File: config.mk
export PLATFORM = sky130hd
export DESIGN_NAME = id_ex_stage_flat
export DESIGN_NICKNAME = d
export VERILOG_FILES = /design/src/rtl/rv32i_pkg.sv /design/src/rtl/id_ex_stage_if.sv /design/src/rtl/load_use_detect.sv /design/src/rtl/id_ex_stage.sv /design/src/flat_wrapper.sv
export SDC_FILE = /design/constraint.sdc
export NUM_CORES = 1
export LEC_CHECK = 0
export CELL_PAD_IN_SITES_DETAIL_PLACEMENT = 0
export CELL_PAD_IN_SITES_GLOBAL_PLACEMENT = 2
export CORE_MARGIN = 8
export CORE_UTILIZATION = 24
export DETAILED_ROUTE_END_ITERATION = 6
export MAX_ROUTING_LAYER = met4
export PLACE_DENSITY = 0.86
export SLEW_MARGIN = 20
export SYNTH_ARGS = -nofsm -noshare
export SYNTH_HDL_FRONTEND = slang
export SYNTH_HIERARCHICAL = 1
export SYNTH_SLANG_ARGS = --single-unit
File: constraint.sdc
create_clock -name clk -period 14.6 [get_ports clk]
set_input_delay 2.19 -clock clk [delete_from_list [all_inputs] [get_ports clk]]
set_output_delay 2.19 -clock clk [all_outputs]
set_load 0.02 [all_outputs]
File: src/rtl/rv32i_pkg.sv
// Shared RV32I definitions: opcodes, result-source encoding and the decoded control bundle.
// Also holds the operand-use helpers used by hazard detection.
package rv32i_pkg;

  localparam logic [6:0] OP_LUI   = 7'b0110111;
  localparam logic [6:0] OP_AUIPC = 7'b0010111;
  localparam logic [6:0] OP_JAL   = 7'b1101111;
  localparam logic [6:0] OP_R     = 7'b0110011;
  localparam logic [6:0] OP_S     = 7'b0100011;
  localparam logic [6:0] OP_B     = 7'b1100011;
  localparam logic [6:0] OP_LOAD  = 7'b0000011;

  localparam logic [1:0] RESULT_ALU = 2'b00;
  localparam logic [1:0] RESULT_MEM = 2'b01;
  localparam logic [1:0] RESULT_PC4 = 2'b10;

  // An all-zero bundle is a NOP: nothing written, nothing stored, no control transfer.
  typedef struct packed {
    logic       reg_write;
    logic       alu_src;
    logic       mem_write;
    logic [1:0] result_src;
    logic [3:0] alu_control;
    logic       branch;
    logic       jump;
  } ctrl_bundle_t;

  function automatic logic uses_rs1(input logic [6:0] op);
    return !((op == OP_LUI) || (op == OP_AUIPC) || (op == OP_JAL));
  endfunction

  function automatic logic uses_rs2(input logic [6:0] op);
    return (op == OP_R) || (op == OP_S) || (op == OP_B);
  endfunction

endpackage

File: src/rtl/id_ex_stage_if.sv
// ID-side decoded instruction and EX-side registered copy crossing the ID/EX boundary.
interface id_ex_stage_if #(parameter int XLEN = 32);
  logic [6:0]      OpD;
  logic            RegWriteD, ALUSrcD, MemWriteD, BranchD, JumpD;
  logic [1:0]      ResultSrcD;
  logic [3:0]      ALUControlD;
  logic [2:0]      Funct3D;
  logic [XLEN-1:0] RD1D, RD2D, PCD, PCPlus4D, ImmExtD;
  logic [4:0]      Rs1D, Rs2D, RdD;

  logic            RegWriteE, ALUSrcE, MemWriteE, BranchE, JumpE;
  logic [1:0]      ResultSrcE;
  logic [3:0]      ALUControlE;
  logic [2:0]      Funct3E;
  logic [XLEN-1:0] RD1E, RD2E, PCE, PCPlus4E, ImmExtE;
  logic [4:0]      Rs1E, Rs2E, RdE;
  logic            ValidE;

  modport master (
    output OpD, RegWriteD, ALUSrcD, MemWriteD, BranchD, JumpD, ResultSrcD, ALUControlD,
           Funct3D, RD1D, RD2D, PCD, PCPlus4D, ImmExtD, Rs1D, Rs2D, RdD,
    input  RegWriteE, ALUSrcE, MemWriteE, BranchE, JumpE, ResultSrcE, ALUControlE,
           Funct3E, RD1E, RD2E, PCE, PCPlus4E, ImmExtE, Rs1E, Rs2E, RdE, ValidE
  );

  modport slave (
    input  OpD, RegWriteD, ALUSrcD, MemWriteD, BranchD, JumpD, ResultSrcD, ALUControlD,
           Funct3D, RD1D, RD2D, PCD, PCPlus4D, ImmExtD, Rs1D, Rs2D, RdD,
    output RegWriteE, ALUSrcE, MemWriteE, BranchE, JumpE, ResultSrcE, ALUControlE,
           Funct3E, RD1E, RD2E, PCE, PCPlus4E, ImmExtE, Rs1E, Rs2E, RdE, ValidE
  );
endinterface

File: src/rtl/load_use_detect.sv
// Combinational load-use hazard detection: a valid load in EX whose destination
// is a source register actually read by the instruction in ID.
module load_use_detect
  import rv32i_pkg::*;
(
  input  logic [6:0] op_d,
  input  logic [4:0] rs1_d,
  input  logic [4:0] rs2_d,
  input  logic [4:0] rd_e,
  input  logic [1:0] result_src_e,
  input  logic       valid_e,
  output logic       load_use
);

  logic rs1_hit;
  logic rs2_hit;

  always_comb begin
    rs1_hit  = uses_rs1(op_d) && (rs1_d == rd_e);
    rs2_hit  = uses_rs2(op_d) && (rs2_d == rd_e);
    // x0 is never a real dependency even if a load names it as destination.
    load_use = (result_src_e == RESULT_MEM) && valid_e && (rd_e != 5'd0) && (rs1_hit || rs2_hit);
  end

endmodule

File: src/rtl/id_ex_stage.sv
// ID/EX pipeline register with load-use stall generation, bubble insertion on
// hazard or flush, and a saturating bubble counter.
module id_ex_stage
  import rv32i_pkg::*;
#(
  parameter int XLEN  = 32,
  parameter int CNT_W = 32
) (
  input  logic             clk,
  input  logic             rst,
  id_ex_stage_if.slave     bus,
  input  logic             FlushE,
  output logic             StallF,
  output logic             StallD,
  output logic [CNT_W-1:0] BubbleCnt
);

  typedef struct packed {
    logic [XLEN-1:0] rd1;
    logic [XLEN-1:0] rd2;
    logic [XLEN-1:0] pc;
    logic [XLEN-1:0] pc_plus4;
    logic [XLEN-1:0] imm_ext;
    logic [4:0]      rs1;
    logic [4:0]      rs2;
    logic [4:0]      rd;
    logic [2:0]      funct3;
  } data_t;

  ctrl_bundle_t     ctrl_d, ctrl_q;
  data_t            data_d, data_q;
  logic             valid_d, valid_q;
  logic [CNT_W-1:0] bubble_cnt_d, bubble_cnt_q;
  logic             load_use;
  logic             bubble;

  load_use_detect u_load_use_detect (
    .op_d         (bus.OpD),
    .rs1_d        (bus.Rs1D),
    .rs2_d        (bus.Rs2D),
    .rd_e         (data_q.rd),
    .result_src_e (ctrl_q.result_src),
    .valid_e      (valid_q),
    .load_use     (load_use)
  );

  // NOTE: every always_comb output gets a value on every path first, so no latch is inferred.
  always_comb begin
    bubble = FlushE | load_use;
    // A flush kills the ID instruction anyway, so stalling it would only delay the redirect.
    StallF = load_use & ~FlushE;
    StallD = load_use & ~FlushE;

    // Data fields are don't-care in a bubble; capturing unconditionally keeps the mux off them.
    data_d.rd1      = bus.RD1D;
    data_d.rd2      = bus.RD2D;
    data_d.pc       = bus.PCD;
    data_d.pc_plus4 = bus.PCPlus4D;
    data_d.imm_ext  = bus.ImmExtD;
    data_d.rs1      = bus.Rs1D;
    data_d.rs2      = bus.Rs2D;
    data_d.rd       = bus.RdD;
    data_d.funct3   = bus.Funct3D;

    ctrl_d = '0;
    if (!bubble) begin
      ctrl_d.reg_write   = bus.RegWriteD;
      ctrl_d.alu_src     = bus.ALUSrcD;
      ctrl_d.mem_write   = bus.MemWriteD;
      ctrl_d.result_src  = bus.ResultSrcD;
      ctrl_d.alu_control = bus.ALUControlD;
      ctrl_d.branch      = bus.BranchD;
      ctrl_d.jump        = bus.JumpD;
    end
    valid_d = ~bubble;

    bubble_cnt_d = bubble_cnt_q;
    if (bubble && (bubble_cnt_q != {CNT_W{1'b1}}))
      bubble_cnt_d = bubble_cnt_q + CNT_W'(1);
  end

  // NOTE: sequential state uses non-blocking assignments so every flop samples pre-edge values.
  always_ff @(posedge clk or posedge rst) begin
    if (rst) begin
      ctrl_q       <= '0;
      data_q       <= '0;
      valid_q      <= 1'b0;
      bubble_cnt_q <= '0;
    end else begin
      ctrl_q       <= ctrl_d;
      data_q       <= data_d;
      valid_q      <= valid_d;
      bubble_cnt_q <= bubble_cnt_d;
    end
  end

  assign bus.RegWriteE   = ctrl_q.reg_write;
  assign bus.ALUSrcE     = ctrl_q.alu_src;
  assign bus.MemWriteE   = ctrl_q.mem_write;
  assign bus.ResultSrcE  = ctrl_q.result_src;
  assign bus.ALUControlE = ctrl_q.alu_control;
  assign bus.BranchE     = ctrl_q.branch;
  assign bus.JumpE       = ctrl_q.jump;
  assign bus.RD1E        = data_q.rd1;
  assign bus.RD2E        = data_q.rd2;
  assign bus.PCE         = data_q.pc;
  assign bus.PCPlus4E    = data_q.pc_plus4;
  assign bus.ImmExtE     = data_q.imm_ext;
  assign bus.Rs1E        = data_q.rs1;
  assign bus.Rs2E        = data_q.rs2;
  assign bus.RdE         = data_q.rd;
  assign bus.Funct3E     = data_q.funct3;
  assign bus.ValidE      = valid_q;
  assign BubbleCnt       = bubble_cnt_q;

endmodule

File: src/flat_wrapper.sv
// flat-port wrapper written by rule: the top's interface ports become plain ports
module id_ex_stage_flat import rv32i_pkg::*;
#(
  parameter int XLEN  = 32,
  parameter int CNT_W = 32
)
  (clk, rst, FlushE, StallF, StallD, BubbleCnt, bus_OpD, bus_RegWriteD, bus_ALUSrcD, bus_MemWriteD, bus_BranchD, bus_JumpD, bus_ResultSrcD, bus_ALUControlD, bus_Funct3D, bus_RD1D, bus_RD2D, bus_PCD, bus_PCPlus4D, bus_ImmExtD, bus_Rs1D, bus_Rs2D, bus_RdD, bus_RegWriteE, bus_ALUSrcE, bus_MemWriteE, bus_BranchE, bus_JumpE, bus_ResultSrcE, bus_ALUControlE, bus_Funct3E, bus_RD1E, bus_RD2E, bus_PCE, bus_PCPlus4E, bus_ImmExtE, bus_Rs1E, bus_Rs2E, bus_RdE, bus_ValidE);
  id_ex_stage_if #(.XLEN(XLEN)) bus_i ();
  input  logic clk;
  input  logic rst;
  input  logic FlushE;
  output logic StallF;
  output logic StallD;
  output logic [CNT_W-1:0] BubbleCnt;
  input wire logic [$bits(bus_i.OpD)-1:0] bus_OpD;
  input wire logic [$bits(bus_i.RegWriteD)-1:0] bus_RegWriteD;
  input wire logic [$bits(bus_i.ALUSrcD)-1:0] bus_ALUSrcD;
  input wire logic [$bits(bus_i.MemWriteD)-1:0] bus_MemWriteD;
  input wire logic [$bits(bus_i.BranchD)-1:0] bus_BranchD;
  input wire logic [$bits(bus_i.JumpD)-1:0] bus_JumpD;
  input wire logic [$bits(bus_i.ResultSrcD)-1:0] bus_ResultSrcD;
  input wire logic [$bits(bus_i.ALUControlD)-1:0] bus_ALUControlD;
  input wire logic [$bits(bus_i.Funct3D)-1:0] bus_Funct3D;
  input wire logic [$bits(bus_i.RD1D)-1:0] bus_RD1D;
  input wire logic [$bits(bus_i.RD2D)-1:0] bus_RD2D;
  input wire logic [$bits(bus_i.PCD)-1:0] bus_PCD;
  input wire logic [$bits(bus_i.PCPlus4D)-1:0] bus_PCPlus4D;
  input wire logic [$bits(bus_i.ImmExtD)-1:0] bus_ImmExtD;
  input wire logic [$bits(bus_i.Rs1D)-1:0] bus_Rs1D;
  input wire logic [$bits(bus_i.Rs2D)-1:0] bus_Rs2D;
  input wire logic [$bits(bus_i.RdD)-1:0] bus_RdD;
  output wire logic [$bits(bus_i.RegWriteE)-1:0] bus_RegWriteE;
  output wire logic [$bits(bus_i.ALUSrcE)-1:0] bus_ALUSrcE;
  output wire logic [$bits(bus_i.MemWriteE)-1:0] bus_MemWriteE;
  output wire logic [$bits(bus_i.BranchE)-1:0] bus_BranchE;
  output wire logic [$bits(bus_i.JumpE)-1:0] bus_JumpE;
  output wire logic [$bits(bus_i.ResultSrcE)-1:0] bus_ResultSrcE;
  output wire logic [$bits(bus_i.ALUControlE)-1:0] bus_ALUControlE;
  output wire logic [$bits(bus_i.Funct3E)-1:0] bus_Funct3E;
  output wire logic [$bits(bus_i.RD1E)-1:0] bus_RD1E;
  output wire logic [$bits(bus_i.RD2E)-1:0] bus_RD2E;
  output wire logic [$bits(bus_i.PCE)-1:0] bus_PCE;
  output wire logic [$bits(bus_i.PCPlus4E)-1:0] bus_PCPlus4E;
  output wire logic [$bits(bus_i.ImmExtE)-1:0] bus_ImmExtE;
  output wire logic [$bits(bus_i.Rs1E)-1:0] bus_Rs1E;
  output wire logic [$bits(bus_i.Rs2E)-1:0] bus_Rs2E;
  output wire logic [$bits(bus_i.RdE)-1:0] bus_RdE;
  output wire logic [$bits(bus_i.ValidE)-1:0] bus_ValidE;
  assign bus_i.OpD = bus_OpD;
  assign bus_i.RegWriteD = bus_RegWriteD;
  assign bus_i.ALUSrcD = bus_ALUSrcD;
  assign bus_i.MemWriteD = bus_MemWriteD;
  assign bus_i.BranchD = bus_BranchD;
  assign bus_i.JumpD = bus_JumpD;
  assign bus_i.ResultSrcD = bus_ResultSrcD;
  assign bus_i.ALUControlD = bus_ALUControlD;
  assign bus_i.Funct3D = bus_Funct3D;
  assign bus_i.RD1D = bus_RD1D;
  assign bus_i.RD2D = bus_RD2D;
  assign bus_i.PCD = bus_PCD;
  assign bus_i.PCPlus4D = bus_PCPlus4D;
  assign bus_i.ImmExtD = bus_ImmExtD;
  assign bus_i.Rs1D = bus_Rs1D;
  assign bus_i.Rs2D = bus_Rs2D;
  assign bus_i.RdD = bus_RdD;
  assign bus_RegWriteE = bus_i.RegWriteE;
  assign bus_ALUSrcE = bus_i.ALUSrcE;
  assign bus_MemWriteE = bus_i.MemWriteE;
  assign bus_BranchE = bus_i.BranchE;
  assign bus_JumpE = bus_i.JumpE;
  assign bus_ResultSrcE = bus_i.ResultSrcE;
  assign bus_ALUControlE = bus_i.ALUControlE;
  assign bus_Funct3E = bus_i.Funct3E;
  assign bus_RD1E = bus_i.RD1E;
  assign bus_RD2E = bus_i.RD2E;
  assign bus_PCE = bus_i.PCE;
  assign bus_PCPlus4E = bus_i.PCPlus4E;
  assign bus_ImmExtE = bus_i.ImmExtE;
  assign bus_Rs1E = bus_i.Rs1E;
  assign bus_Rs2E = bus_i.Rs2E;
  assign bus_RdE = bus_i.RdE;
  assign bus_ValidE = bus_i.ValidE;
  id_ex_stage #(.XLEN(XLEN), .CNT_W(CNT_W)) u_core (.clk(clk), .rst(rst), .bus(bus_i), .FlushE(FlushE), .StallF(StallF), .StallD(StallD), .BubbleCnt(BubbleCnt));
endmodule
==> out/summary.txt, run 1 <==
clk_lat worst skew - 0.52 ns
largest net degree at the start of global routing - 87
final-stage net count - 1,016
Setup TNS - 0 ns
Max-Cap Viols - 0
post-route ant nets - 0
Final Max Slew Viols - 0
Final GP Congestion - 0.866
worst hold path class - reg -> reg
DRT Pass-1 Iters - 4
Synth Register Bits - 222
Post-Route Skew - 0.00668 ns
crit path time final - 6.34 ns
largest fanout on the critical path - 2
Final setup viols - 0
Power per Cell Area - 125 nW/um^2
CTS tree - yes
# rows - 60
DR vias - 4,705
vias in the first global route - 4,952
Avg Synthesized Cell Area - 17.9 um^2
WHS - 0.504 ns
Core Area - 27,000 um^2
final instance area - 12,100 um^2
yosys warns - 6
delay-heaviest family, CP - buffers and inverters
Initial Util - 0.244
worst vdd ir - 0.0000826 V
critical path endpoint category - output pin
Seq/Total Area, Yosys - 0.843
DRT Wirelength - 25,900 um
Critical path destination - StallD
most used cell, CP - clkdlybuf4s50_1
Util after Layout - 0.448
status - complete, no violations
IO Pins - 423
flop-to-flop setup slack - 11.81 ns
first-pass GRT wire length - 36,500 um
final-report hold violation count - 0
initial antenna violation count - 3
WL/cell - 22.0 um
die span in x - 182 um
Total GRT Usage - 0.154
post-CTS setup buffers - 0
CP Class - in -> out
top_reg_cell synth - dfrtp_1
area of the mapped netlist - 6590 um^2
crit path launch - bus_OpD[2]
number of hold buffers added after cts - 0
post-synth net total - 567
CP required - 12.41 ns
unrepaired setup endpoints after global routing - false
htree depth - 1
crit share post-route - 0.434
Gate Count Post-Synth - 367
CTS sink cnt - 222
DP Area - 11,200 um^2
max incr delay on CP - 0.63 ns
CTS clk-pin slew, worst paths - 0.06 ns
RR Startpoint - u_core/bus.RdE[3]$_DFF_PP0_
Rel. slew slack - 0.320
CP arrival - 4.15 ns
drt via density - 3.99
layout cell share with drive strength beyond 1 - 0.0600
Leakage - 4.97 nW
Post-synth EDFFs - 0
I/O Buffers - 422
die area - 33,000 um^2
CP startpoint kind - input pin
Synth cell types - 36
CP bufs+invs - 2
drt drc - 0
crit path cell chain - clkdlybuf4s50_1, nand4b_1, a211oi_2, nand4_1, a21oi_1, nor2b_1, clkdlybuf4s50_1
crit path max-delay cell type - clkdlybuf4s50_1
CTS resizes - 0
commonest non-fill, non-tap cell in the layout - clkdlybuf4s50_1
final setup margin - 8.26 ns
CTS Buf Count - 25
grt total ovfl - 0
cell count along the critical path - 7
DP HPWL - 21,200 um
Worst-Margin Slew - 1.02 ns
Clock Tree Root - clkbuf_16
initial drt markers - 241
FF-to-FF path depth - 9
ys async rst share - 1.00
RR Endpoint - u_core/BubbleCnt[21]$_DFFE_PP0P_
clk buf depth - 3
max frequency - 0.158 GHz
area grow syn2layout - 83.2%
Die H - 182 um
most frequent cells in the layout - 422 x clkdlybuf4s50_1, 222 x dfrtp_1, 27 x xnor2_1
pre-CTS setup slack - 8.24 ns
==> how the worst min path moves through the flow <==
| stage | from | endpoint | slack (ns) | cells after the start |
|---|---|---|---|---|
| 4_1_cts | u_core/BubbleCnt[31]$_DFFE_PP0P_ | u_core/BubbleCnt[31]$_DFFE_PP0P_ | 0.51 | 1 |
| 5_1_grt | u_core/BubbleCnt[23]$_DFFE_PP0P_ | u_core/BubbleCnt[23]$_DFFE_PP0P_ | 0.52 | 1 |
| 3_5_place_dp | u_core/BubbleCnt[23]$_DFFE_PP0P_ | u_core/BubbleCnt[23]$_DFFE_PP0P_ | 0.50 | 1 |
| 6_report | u_core/BubbleCnt[29]$_DFFE_PP0P_ | u_core/BubbleCnt[29]$_DFFE_PP0P_ | 0.50 | 1 |
| 2_1_floorplan | u_core/BubbleCnt[23]$_DFFE_PP0P_ | u_core/BubbleCnt[23]$_DFFE_PP0P_ | 0.60 | 1 |
| 3_3_place_gp | u_core/BubbleCnt[23]$_DFFE_PP0P_ | u_core/BubbleCnt[23]$_DFFE_PP0P_ | 0.49 | 1 |
==> sequential cells by signal, summed over array words and instances (netlist names) <==
name                    flops
u_core/bus.RD1E            32
u_core/bus.ALUControlE      4
u_core/bus.ImmExtE         32
u_core/bus.MemWriteE        1
u_core/bus.JumpE            1
u_core/bus.RdE              5
u_core/bus.ALUSrcE          1
u_core/bus.RegWriteE        1
u_core/bus.ResultSrcE       2
u_core/bus.PCPlus4E        32
u_core/bus.Rs2E             5
u_core/bus.PCE             32
u_core/bus.RD2E            32
u_core/bus.ValidE           1
u_core/BubbleCnt           32
u_core/bus.BranchE          1
u_core/bus.Rs1E             5
u_core/bus.Funct3E          3
==> final cells by class <==
type,count,area [um^2]
timing repair buffer,424,4240
sequential,222,5560
multi-input combinational,141,1010
clock buffer,35,693
antenna,3,7.51
clock inverter,10,118
fill,2380,14900
tap,341,427
inverter,2,15.0
==> through the flow <==
stage / cells / total power (W)
global route: 1178 / 0.00157
finish: 1178 / 0.00151
floorplan: 367 / 0.000762
detailed placement: 1130 / 0.000913
global placement: 1130 / 0.000911
CTS: 1175 / 0.00153
==> power by group <==
part	switching (W)	total (W)	internal (W)	leakage, nW
Combinational	0.000100	0.000221	0.000121	1.94
Sequential	0.0000244	0.000677	0.000652	2.64
Clock	0.000253	0.000609	0.000356	0.389
Total	0.000378	0.00151	0.00113	4.97
==> per-layer routing <==
layer / vias up / routed length [um] / track usage
met5: - / 0 / -
met4: 0 / 674 / 0.0515
met3: 46 / 2280 / 0.0505
met2: 202 / 13400 / 0.266
met1: 2316 / 9620 / 0.165
li1: 2141 / - / -
==> cells in the mapped netlist (all sizes together) (3+ instances only) <==
cell type,instances,area share
nor2,9,0.0051
dfrtp,222,0.84
nand3,16,0.012
xnor2,27,0.036
a21oi,3,0.0023
xor2,13,0.017
nor3,9,0.0091
nor4,3,0.0051
nand4,14,0.016
and3,5,0.0047
and2,11,0.010
nand2,11,0.0063
==> cell families (layout without fill, tap and decap cells) <==
logic type                 after synthesis  in the layout  synth area share
muxes                                    2              2           0.00323
buffers and inverters                    4            471           0.00285
adders and majority gates                1              1           0.00190
xor gates and xnor gates                40             40            0.0532
AOI/OAI and AO/OA                       12             12            0.0160
other                                    0              3                 0
and+or+nand+nor                         86             86            0.0794
DFF                                    222            222             0.843
Power figures use the tool's default switching activity.
==> run 2: changes to the inputs <==
- CORE_UTILIZATION: 24 -> 20
- PLACE_DENSITY: 0.86 -> 0.77
- clock period: 14.6 -> 5.45 ns (I/O delays scaled with it)
==> out/summary.txt, run 2 (same netlist as run 1, synthesis figures left out) <==
status - complete, no violations
Final setup viols - 0
RR Endpoint - u_core/BubbleCnt[21]$_DFFE_PP0P_
vias in the first global route - 5,059
largest fanout on the critical path - 2
CTS sink cnt - 222
drt via density - 3.71
DRT Pass-1 Iters - 4
Final GP Congestion - 0.816
CTS Buf Count - 26
worst vdd ir - 0.000255 V
crit path time final - 3.73 ns
clk buf depth - 3
area grow syn2layout - 86.9%
crit path max-delay cell type - clkdlybuf4s50_1
I/O Buffers - 422
CP arrival - 2.91 ns
Total GRT Usage - 0.132
# rows - 66
worst hold path class - reg -> reg
DP HPWL - 21,200 um
post-route ant nets - 0
initial antenna violation count - 2
largest net degree at the start of global routing - 135
cell count along the critical path - 7
CTS tree - yes
RR Startpoint - u_core/bus.RdE[3]$_DFF_PP0_
Critical path destination - StallF
most frequent cells in the layout - 422 x clkdlybuf4s50_1, 222 x dfrtp_1, 27 x xnor2_1
max incr delay on CP - 0.63 ns
pre-CTS setup slack - 1.70 ns
most used cell, CP - clkdlybuf4s50_1
FF-to-FF path depth - 9
CP bufs+invs - 2
Non-Filler Instances - 1,281
crit path cell chain - clkdlybuf4s50_1, xor2_1, nor3_2, nand4_1, a21oi_1, nor2b_1, clkdlybuf4s50_1
Core Area - 32,500 um^2
CP required - 4.63 ns
Setup TNS - 0 ns
CTS clk-pin slew, worst paths - 0.06 ns
WL/cell - 20.5 um
delay-heaviest family, CP - buffers and inverters
post-CTS setup buffers - 0
Post-Route Skew - 0.0169 ns
number of hold buffers added after cts - 0
DRT Wirelength - 26,200 um
crit share post-route - 0.684
Final Max Slew Viols - 0
die span in x - 197 um
DR vias - 4,750
max frequency - 0.268 GHz
CTS resizes - 0
Power per Cell Area - 343 nW/um^2
Max-Cap Viols - 0
drt drc - 0
Clock Tree Root - clkbuf_16
final-stage net count - 1,018
CP startpoint kind - input pin
Worst-Margin Slew - 0.814 ns
first-pass GRT wire length - 36,800 um
Rel. slew slack - 0.457
clk_lat worst skew - 0.53 ns
final-report hold violation count - 0
critical path endpoint category - output pin
die area - 39,000 um^2
dpl cells - 1,232
layout cell share with drive strength beyond 1 - 0.0657
initial drt markers - 129
unrepaired setup endpoints after global routing - false
Leakage - 5.02 nW
commonest non-fill, non-tap cell in the layout - clkdlybuf4s50_1
Die H - 197 um
grt total ovfl - 0
htree depth - 1
flop-to-flop setup slack - 2.64 ns
crit path launch - bus_Rs2D[3]
IO Pins - 423
CP Class - in -> out
Initial Util - 0.203
final setup margin - 1.72 ns
## run 2: worst min-delay path by stage
stage	from	end	slack [ns]	depth (start not counted)
final	u_core/BubbleCnt[31]$_DFFE_PP0P_	u_core/BubbleCnt[31]$_DFFE_PP0P_	0.51	1
after global routing	u_core/BubbleCnt[29]$_DFFE_PP0P_	u_core/BubbleCnt[29]$_DFFE_PP0P_	0.53	1
after CTS	u_core/BubbleCnt[31]$_DFFE_PP0P_	u_core/BubbleCnt[31]$_DFFE_PP0P_	0.52	1
after detailed placement	u_core/BubbleCnt[31]$_DFFE_PP0P_	u_core/BubbleCnt[31]$_DFFE_PP0P_	0.50	1
after global placement	u_core/BubbleCnt[29]$_DFFE_PP0P_	u_core/BubbleCnt[29]$_DFFE_PP0P_	0.50	1
after floorplan	u_core/BubbleCnt[23]$_DFFE_PP0P_	u_core/BubbleCnt[23]$_DFFE_PP0P_	0.60	1
## run 2: final cells by class
cell class                      count  area, um^2
Fill cell                        3076       20100
Inverter                            2        11.3
Tap cell                          442         553
Clock buffer                       35         724
Timing Repair Buffer              425        4260
Antenna cell                        2        5.00
Clock inverter                     12         186
Multi-Input combinational cell    141        1010
Sequential cell                   222        5560
## run 2: metal layers
| metal | track usage | part of all wire | vias up |
|---|---|---|---|
| li1 | - | - | 2149 |
| met2 | 0.229 | 0.51 | 218 |
| met1 | 0.143 | 0.38 | 2344 |
| met4 | 0.0359 | 0.025 | 0 |
| met3 | 0.0424 | 0.088 | 39 |
| met5 | - | 0 | - |
## run 2: power breakdown
group	internal [W]	leakage [nW]	total [W]	switching, W
combinational	0.000325	1.94	0.000594	0.000270
sequential	0.00175	2.64	0.00182	0.0000702
clock	0.00113	0.435	0.00181	0.000687
total	0.00320	5.02	0.00422	0.00103
## run 2: stage by stage
step,hold WS [ns],util,total power [W],cell area [um^2]
finish,0.509,0.379,0.00422,12300
floorplan,0.600,-,0.00204,6590
detailed placement,0.505,0.351,0.00245,11400
CTS,0.517,0.379,0.00431,12300
global placement,0.495,0.351,0.00245,11400
global route,0.530,0.379,0.00439,12300
## run 2: worst register-to-register path, cell delays in order (launching register included)
cell and delay, ns:
dfrtp_1 0.45, xor2_1 0.20, nor3_2 0.29, nand4_1 0.13, a21oi_1 0.22, nor2_1 0.16, or3b_4 0.43, a311oi_4 0.47
nand4_1 0.18, xnor2_1 0.16
